$ cat src/rtl/klt_integrator_param.sv
// KLT structure-tensor integrator: a three-stage pipeline (capture, gradient, product)
// feeding five signed accumulators, with result hand-off through a valid/ready handshake.
module klt_integrator_param #(
  parameter int PIX_W = 8,
  parameter int ACC_W = 26,
  parameter int CNT_W = 16,
  parameter int SAT   = 0
) (
  input  logic                    clk,
  input  logic                    rst_n,
  input  logic                    first_frame,
  input  logic                    end_of_frame,
  input  logic                    s_valid,
  output logic                    s_ready,
  input  logic                    s_last,
  input  logic [PIX_W-1:0]        prev_center_pixel,
  input  logic [PIX_W-1:0]        center_pixel,
  input  logic [PIX_W-1:0]        left_pixel,
  input  logic [PIX_W-1:0]        right_pixel,
  input  logic [PIX_W-1:0]        up_pixel,
  input  logic [PIX_W-1:0]        down_pixel,
  output logic                    m_valid,
  input  logic                    m_ready,
  output logic signed [ACC_W-1:0] G11,
  output logic signed [ACC_W-1:0] G12,
  output logic signed [ACC_W-1:0] G21,
  output logic signed [ACC_W-1:0] G22,
  output logic signed [ACC_W-1:0] b1,
  output logic signed [ACC_W-1:0] b2,
  output logic [CNT_W-1:0]        count,
  output logic                    ovf
);

  localparam int D_W = PIX_W + 1;
  localparam int P_W = 2 * PIX_W + 2;
  localparam logic [CNT_W-1:0] CNT_MAX  = {CNT_W{1'b1}};
  localparam logic [CNT_W-1:0] CNT_ONE  = {{(CNT_W-1){1'b0}}, 1'b1};
  localparam logic [CNT_W-1:0] CNT_ZERO = {CNT_W{1'b0}};
  localparam logic [ACC_W-1:0] ACC_ZERO = {ACC_W{1'b0}};

  typedef enum logic [1:0] {IDLE = 2'd0, ACCUM = 2'd1, DRAIN = 2'd2, DONE = 2'd3} state_t;

  function automatic logic [D_W-1:0] pix_diff(input logic [PIX_W-1:0] a, input logic [PIX_W-1:0] b);
    return {1'b0, a} - {1'b0, b};
  endfunction

  function automatic logic signed [P_W-1:0] sext(input logic signed [D_W-1:0] x);
    return {{(P_W-D_W){x[D_W-1]}}, x};
  endfunction

  // Returns {overflow, new_sum}; the extra sum bit exposes signed overflow.
  function automatic logic [ACC_W:0] acc_add(input logic [ACC_W-1:0] a, input logic [P_W-1:0] p);
    logic [ACC_W:0] s;
    s = {a[ACC_W-1], a} + {{(ACC_W+1-P_W){p[P_W-1]}}, p};
    if (s[ACC_W] == s[ACC_W-1]) begin
      return {1'b0, s[ACC_W-1:0]};
    end else if (SAT != 0) begin
      return s[ACC_W] ? {1'b1, 1'b1, {(ACC_W-1){1'b0}}} : {1'b1, 1'b0, {(ACC_W-1){1'b1}}};
    end else begin
      return {1'b1, s[ACC_W-1:0]};
    end
  endfunction

  state_t                  state_q;
  logic [2:0]              v_q;
  logic [2:0]              last_q;
  logic [PIX_W-1:0]        pix_q [6];
  logic signed [D_W-1:0]   d_q   [3];
  logic signed [P_W-1:0]   p_q   [5];
  logic signed [ACC_W-1:0] acc_q [5];
  logic signed [ACC_W-1:0] acc_d [5];
  logic [CNT_W-1:0]        cnt_q;
  logic [CNT_W-1:0]        cnt_d;
  logic                    ovf_q;
  logic                    acc_ovf_s;
  logic                    m_valid_q;
  logic                    accept_s;
  logic [ACC_W:0]          sum_s;

  assign s_ready  = rst_n && ((state_q == IDLE) || (state_q == ACCUM));
  assign accept_s = s_valid && s_ready && !first_frame && !end_of_frame;

  // Stage-3 candidate sums and saturating sample count.
  always_comb begin
    acc_ovf_s = 1'b0;
    sum_s     = {(ACC_W+1){1'b0}};
    for (int i = 0; i < 5; i++) begin
      sum_s     = acc_add(acc_q[i], p_q[i]);
      acc_d[i]  = sum_s[ACC_W-1:0];
      acc_ovf_s = acc_ovf_s | sum_s[ACC_W];
    end
    if (cnt_q == CNT_MAX) begin
      cnt_d = cnt_q;
    end else begin
      cnt_d = cnt_q + CNT_ONE;
    end
  end

  // Pipeline, accumulators and FSM; reset and abort share the same clearing path.
  always_ff @(posedge clk) begin
    if (!rst_n || end_of_frame) begin
      state_q   <= IDLE;
      v_q       <= 3'b000;
      last_q    <= 3'b000;
      m_valid_q <= 1'b0;
      cnt_q     <= CNT_ZERO;
      ovf_q     <= 1'b0;
      for (int i = 0; i < 5; i++) acc_q[i] <= ACC_ZERO;
    end else begin
      v_q    <= {v_q[1:0], accept_s};
      last_q <= {last_q[1:0], s_last};
      pix_q[0] <= prev_center_pixel;
      pix_q[1] <= center_pixel;
      pix_q[2] <= left_pixel;
      pix_q[3] <= right_pixel;
      pix_q[4] <= up_pixel;
      pix_q[5] <= down_pixel;
      d_q[0] <= pix_diff(pix_q[3], pix_q[2]);
      d_q[1] <= pix_diff(pix_q[5], pix_q[4]);
      d_q[2] <= pix_diff(pix_q[0], pix_q[1]);
      p_q[0] <= sext(d_q[0]) * sext(d_q[0]);
      p_q[1] <= sext(d_q[0]) * sext(d_q[1]);
      p_q[2] <= sext(d_q[1]) * sext(d_q[1]);
      p_q[3] <= sext(d_q[2]) * sext(d_q[0]);
      p_q[4] <= sext(d_q[2]) * sext(d_q[1]);
      if (v_q[2]) begin
        for (int i = 0; i < 5; i++) acc_q[i] <= acc_d[i];
        cnt_q <= cnt_d;
        ovf_q <= ovf_q | acc_ovf_s | (cnt_d == CNT_MAX);
      end
      case (state_q)
        IDLE: begin
          if (accept_s) state_q <= s_last ? DRAIN : ACCUM;
        end
        ACCUM: begin
          if (accept_s && s_last) state_q <= DRAIN;
        end
        DRAIN: begin
          if (v_q[2] && last_q[2]) begin
            state_q   <= DONE;
            m_valid_q <= 1'b1;
          end
        end
        DONE: begin
          if (m_ready) begin
            state_q   <= IDLE;
            m_valid_q <= 1'b0;
            cnt_q     <= CNT_ZERO;
            ovf_q     <= 1'b0;
            for (int i = 0; i < 5; i++) acc_q[i] <= ACC_ZERO;
          end
        end
        default: begin
          state_q   <= IDLE;
          m_valid_q <= 1'b0;
        end
      endcase
    end
  end

  assign G11     = acc_q[0];
  assign G12     = acc_q[1];
  assign G21     = acc_q[1];
  assign G22     = acc_q[2];
  assign b1      = acc_q[3];
  assign b2      = acc_q[4];
  assign count   = cnt_q;
  assign ovf     = ovf_q;
  assign m_valid = m_valid_q;

endmodule

$ cat config.mk
export PLATFORM = sky130hd
export DESIGN_NAME = klt_integrator_param
export DESIGN_NICKNAME = d
export VERILOG_FILES = /design/src/rtl/klt_integrator_param.sv
export SDC_FILE = /design/constraint.sdc
export NUM_CORES = 2
export LEC_CHECK = 0
export ABC_AREA = 1
export CAP_MARGIN = 20
export CELL_PAD_IN_SITES_DETAIL_PLACEMENT = 1
export CELL_PAD_IN_SITES_GLOBAL_PLACEMENT = 1
export CORE_AREA = 2 2 291 293
export DETAILED_ROUTE_END_ITERATION = 6
export DIE_AREA = 0 0 293 295
export HOLD_SLACK_MARGIN = 0.08
export PLACE_DENSITY = 0.84
export SLEW_MARGIN = 25
export SYNTH_ARGS = -nofsm -noshare
export SYNTH_HDL_FRONTEND = slang
export SYNTH_SLANG_ARGS = --single-unit
$ cat constraint.sdc
create_clock -name clk -period 4.89 [get_ports clk]
set_clock_uncertainty 0.15 [all_clocks]
set_input_delay 0.978 -clock clk [delete_from_list [all_inputs] [get_ports clk]]
set_output_delay 0.978 -clock clk [all_outputs]
set_load 0.02 [all_outputs]
-- Word-level counts from Yosys, hierarchy flattened
Memory sizes are Yosys's and may differ from the RTL's.
Index checks and enable logic that the tools add are counted.
- output and inout port bits: 175
- logic and storage cells: 110
- bits in registers: 26
- memories: 4
- RAM bits: 295
- memory list (memory ; depth ; width ; read ports ; clocked after Yosys merged registers in ; wr ports ; RTL line ; source):
    acc_q ; 5 ; 26 ; 5 ; 0 ; 5 ; 70 ; logic signed [ACC_W-1:0] acc_q [5];
    p_q ; 5 ; 18 ; 5 ; 0 ; 5 ; 69 ; logic signed [P_W-1:0] p_q [5];
    pix_q ; 6 ; 8 ; 6 ; 0 ; 6 ; 67 ; logic [PIX_W-1:0] pix_q [6];
    d_q ; 3 ; 9 ; 3 ; 0 ; 3 ; 68 ; logic signed [D_W-1:0] d_q [3];
- equality and inequality tests: 14
- $mul: 5
- $add $sub $neg: 9
- mux-type cells: 41
- reduce and logical (&&, ||, !) cells: 15
- bitwise logic cells: 16
- operator list (cell ; number):
    26-bit 2-to-1 mux ; 10
    26-bit by 18-bit adder with 27-bit output ; 5
    27-bit 2-to-1 mux ; 5
    9-bit by 9-bit multiplier with 18-bit output ; 5
    16-bit 2-to-1 mux ; 4
    16-bit equality test, second input constant ; 2
    8-bit by 8-bit subtractor with 9-bit output ; 3
    16-bit by 1-bit adder with 16-bit output, second input constant ; 1
    1-bit OR ; 16
    1-bit 2-to-1 mux ; 15
    2-bit 2-to-1 mux ; 5
    2-bit case mux with 4 select lines ; 1
    1-bit logical AND ; 6
    2-bit != test, second input constant ; 3
    1-bit equality test ; 5
    2-bit equality test, second input constant ; 2
    4-bit AND reduction ; 1
    1-bit zero test ; 3
    3-bit AND reduction ; 1
    2-bit by 1-bit equality test with 1-bit output, second input constant ; 1
    2-bit zero test ; 1
    1-bit logical OR ; 2
    2-bit by 1-bit != test with 1-bit output, second input constant ; 1
    1-bit case mux with 2 select lines ; 1
    2-bit nonzero test ; 1

-- Longest topological paths before layout
- word-level depth: 12
- gate-level depth with buffers: 23

-- Worst setup path before layout
Ideal clock, no wire load.
- path kind: reg2reg
- start point: mem d_q[0][8] (netlist bit)
- end point: mem p_q[0][35] (netlist bit), data pin
- arrival: 4.898 ns
- cell stages (with the launch flop): 20
- slack: -0.420 ns
- setup time: 0.262 ns
- period minus slack after synthesis: 5.310 ns
- data required time: 4.478 ns
- cell sequence: edfxtp_1 > clkbuf_1 > buf_1 > nand2_1 > fa_1 > inv_1 > fa_1 > inv_1 > fa_1 > inv_1 > fa_1 > ha_1 > ha_1 > nand2_1 > o21ai_0 > a21oi_1 > o21ai_0 > a21oi_1 > o21bai_1 > xor2_1
- RTL lines (what ; RTL line):
    start, declared ; 68
    end, declared ; 69

==> results.json <==
{
  "status": "finished, violations left",
  "violations": "setup timing",
  "fp-row-count": 106,
  "netlist_top_cells_area": "fa_1 (19%), edfxtp_1 (14%), ha_1 (13%), nand2_1 (12%), dfxtp_1 (9.2%)",
  "synth_nets": 5011,
  "syn_area_sq_mm": 0.03378,
  "grt_max_degree": 131,
  "finalSetupViolations": 41,
  "synth-edff-count": 163,
  "dp_hpwl_um": 80410,
  "core_area_sq_mm": 0.08316,
  "synth_cell_types": 47,
  "path_cells": "buf_6, nand2_2, fa_1, inv_1, fa_1, fa_1, fa_1, fa_2, ha_4, a21oi_4, o21ai_4, nand2_2, nand2_4, a21oi_4, o21ai_2, a21oi_2, nor2_1, nor2_1, xor2_1",
  "syn_inst": 4273,
  "wl_met3_um": 9472,
  "grt_pass1_vias": 33160,
  "synth_top_area_share": 0.1932,
  "vias_per_cell": 5.515,
  "worstSetupEndpointType": "flip-flop",
  "wl_per_cell_um": 22.80,
  "die_x_um": 293,
  "cts.path.max_buffers": 3,
  "cp.arrival_ps": 5960,
  "peakVddDrop_mv": 0.5157,
  "dieArea_sq_mm": 0.08644,
  "die-height_um": 295,
  "slew_headroom": 0.4421,
  "dr_total_vias": 32080,
  "drive_above_1_share": 0.1501,
  "antenna_cells": 0,
  "drc_errors": 0,
  "antenna_found_initial": 1,
  "crit_required_ps": 5190,
  "path_max_fanout": 4,
  "highest_layer": "met5",
  "post-route-period-util": 1.159,
  "synthMuxAreaShare": 0,
  "cts.sinks": 319,
  "regArea_sq_mm": 0.008018,
  "grt_pass1_wl_um": 172500,
  "slew_viol_final": 0,
  "cts_hold_buffers": 0,
  "hold_viol": 0,
  "fin_util": 0.5136,
  "critPathMaxStageDelay_ps": 650,
  "p_leak_nw": 21.13,
  "nets": 5438,
  "max_freq_ghz": 0.1765,
  "ys.flop_type": "edfxtp_1",
  "drtIter0Drc": 1963,
  "rsz0062_at_grt": "yes",
  "clockRootBuffer": "clkbuf_16",
  "initial_utilization": 0.4062,
  "synth_most_common_cell": "nand2_1",
  "io_pins": 230,
  "synthArstFlopShare": 0,
  "ys_warn_count": 0,
  "synthAdderAreaFrac": 0.3254,
  "globalRouteOverflowTotal": 0,
  "ys_top_cells_by_count": "nand2_1 (1,065), inv_1 (803), ha_1 (357), a21oi_1 (341), fa_1 (326)",
  "timing.final.crit_period_ps": 5666,
  "wl_met2_um": 64350,
  "tightest_slew_ps": 835.1,
  "ys_seq_area_frac": 0.2373,
  "tritoncts": "done",
  "clk_latency_ps": 620,
  "dr.pass1.iters": 5,
  "setup_ws_ps": -775.7,
  "synth_compound_area_frac": 0.1068,
  "place_area_sq_mm": 0.03853,
  "synth_top_area_cell": "fa_1",
  "gp_congestion": 0.8930,
  "critical_path.top_delay_family": "adder cells",
  "synthXorXnorAreaFrac": 0.03681,
  "min_path_type": "flip-flop to flip-flop",
  "grt.total_usage": 0.2479,
  "synth_top_family_by_area": "adder cells",
  "final_cell_area_sq_mm": 0.04271,
  "h-tree-depth": 2,
  "ant_nets": 0,
  "numCtsBuffers": 44,
  "synth_simple_gate_area_share": 0.1842,
  "syn_to_final_growth_pct": 26.43,
  "cp_num_buf_inv": 2,
  "met1_length_um": 49080,
  "finalWirelength_um": 132600,
  "crit_path_frequent_cell": "fa_1",
  "fillers": 9785,
  "p_per_area_mw_per_mm2": 734.0,
  "syn_area_per_cell_sq_um": 7.906,
  "cp_slowest_cell": "fa_1",
  "clk_pin_slew_ps": 70,
  "worstSetupPathType": "flip-flop to flip-flop",
  "io_buffer_count": 229,
  "maxCapViolCount": 0,
  "multi_input_area_sq_mm": 0.02372,
  "synth_seq_cells": 319,
  "critical_path.startpoint_type": "flip-flop"
}
## through the flow
| stage | setup WS [ps] | setup TNS, ps | std cells | power [mW] | hold slack (ps) |
|---|---|---|---|---|---|
| finish | -775.7 | -12840 | 5816 | 31.35 | 268.4 |
| global route | -847.0 | -16960 | 5816 | 32.96 | 312.5 |
| CTS | -198.6 | -1146 | 5735 | 24.75 | 272.9 |
| detailed placement | -331.6 | -3160 | 5627 | 20.27 | 257.9 |
| global placement | -11.42 | -23.97 | 5627 | 19.17 | 246.9 |
| floorplan | -55.20 | -96.21 | 4273 | 14.55 | 243.6 |
## cell type report
class | count | area share
multi-input combinational | 3002 | 0.5554
sequential | 319 | 0.1877
timing repair buffer | 527 | 0.1186
inverter | 806 | 0.07128
tap | 1080 | 0.03164
clock buffer | 59 | 0.02833
clock inverter | 23 | 0.006972
## cells by family (layout without fill, tap and decap cells)
| group | after synthesis | count (layout) |
|---|---|---|
| and+or+nand+nor | 1533 | 1533 |
| buffers and inverters | 952 | 1415 |
| adders and majority gates | 683 | 683 |
| AOI/OAI and AO/OA | 644 | 644 |
| DFF | 319 | 319 |
| xor gates and xnor gates | 142 | 142 |
## worst reg2reg max path, stage by stage (launching register included)
cell,delay [ps]
edfxtp_1,550
buf_6,150
nand2_2,130
fa_1,550
inv_1,180
fa_1,480
fa_1,650
fa_1,480
fa_2,600
ha_4,240
a21oi_4,210
o21ai_4,110
nand2_2,110
nand2_4,60
a21oi_4,150
o21ai_2,90
a21oi_2,140
nor2_1,80
nor2_1,140
xor2_1,230
## state kept, by name, indices dropped and copies added, names as in the netlist
signal	count
count	16
acc_q	130
state_q	2
pix_q	48
m_valid	1
last_q	3
d_q	27
ovf	1
p_q	88
v_q	3
## layout by cell type (no fill, tap or decap), types with 33 or more instances in the layout
master	count
buf_6	49
nor2_1	210
buf_4	220
o21ai_0	129
nand2_1	999
a21boi_0	62
xnor2_1	41
clkdlybuf4s50_1	229
ha_1	295
dfxtp_1	156
nand2_2	50
xor2_1	89
clkbuf_16	50
nand3_1	138
fa_2	33
or2_2	34
inv_1	769
edfxtp_1	163
fa_1	293
ha_4	57
a21oi_1	302
## metal layers
layer / track usage / vias up
met5: 0 / -
met4: 0.09981 / 2
met3: 0.03902 / 654
met2: 0.4477 / 1493
met1: 0.2937 / 15640
li1: - / 14290
## power by group
part           leakage [nW]  switching [mW]  internal, mW
Sequential             2.79           0.286          3.93
Combinational          17.6            13.0          10.6
Clock                 0.724            1.41          2.07
## repair_timing
item,CTS,global route
hold endpoints to repair,0,0
pin swaps,33,176
gates resized for setup,97,301
setup endpoints to repair,28,39
buffers inserted,27,87
cloned,1,4
## final timing paths
kind                                to  cells past startpoint                 from  slack, ps
setup / recovery  p_q[0][15]$_DFFE_PN_                     19  d_q[0][5]$_DFFE_PN_       -780
hold reg to reg      v_q[2]$_SDFF_PP0_                      2    v_q[1]$_SDFF_PP0_        270
hold / removal       v_q[2]$_SDFF_PP0_                      2    v_q[1]$_SDFF_PP0_        270
setup reg to reg  p_q[0][15]$_DFFE_PN_                     19  d_q[0][5]$_DFFE_PN_       -780
No activity file was read; power rests on OpenSTA's default activity.
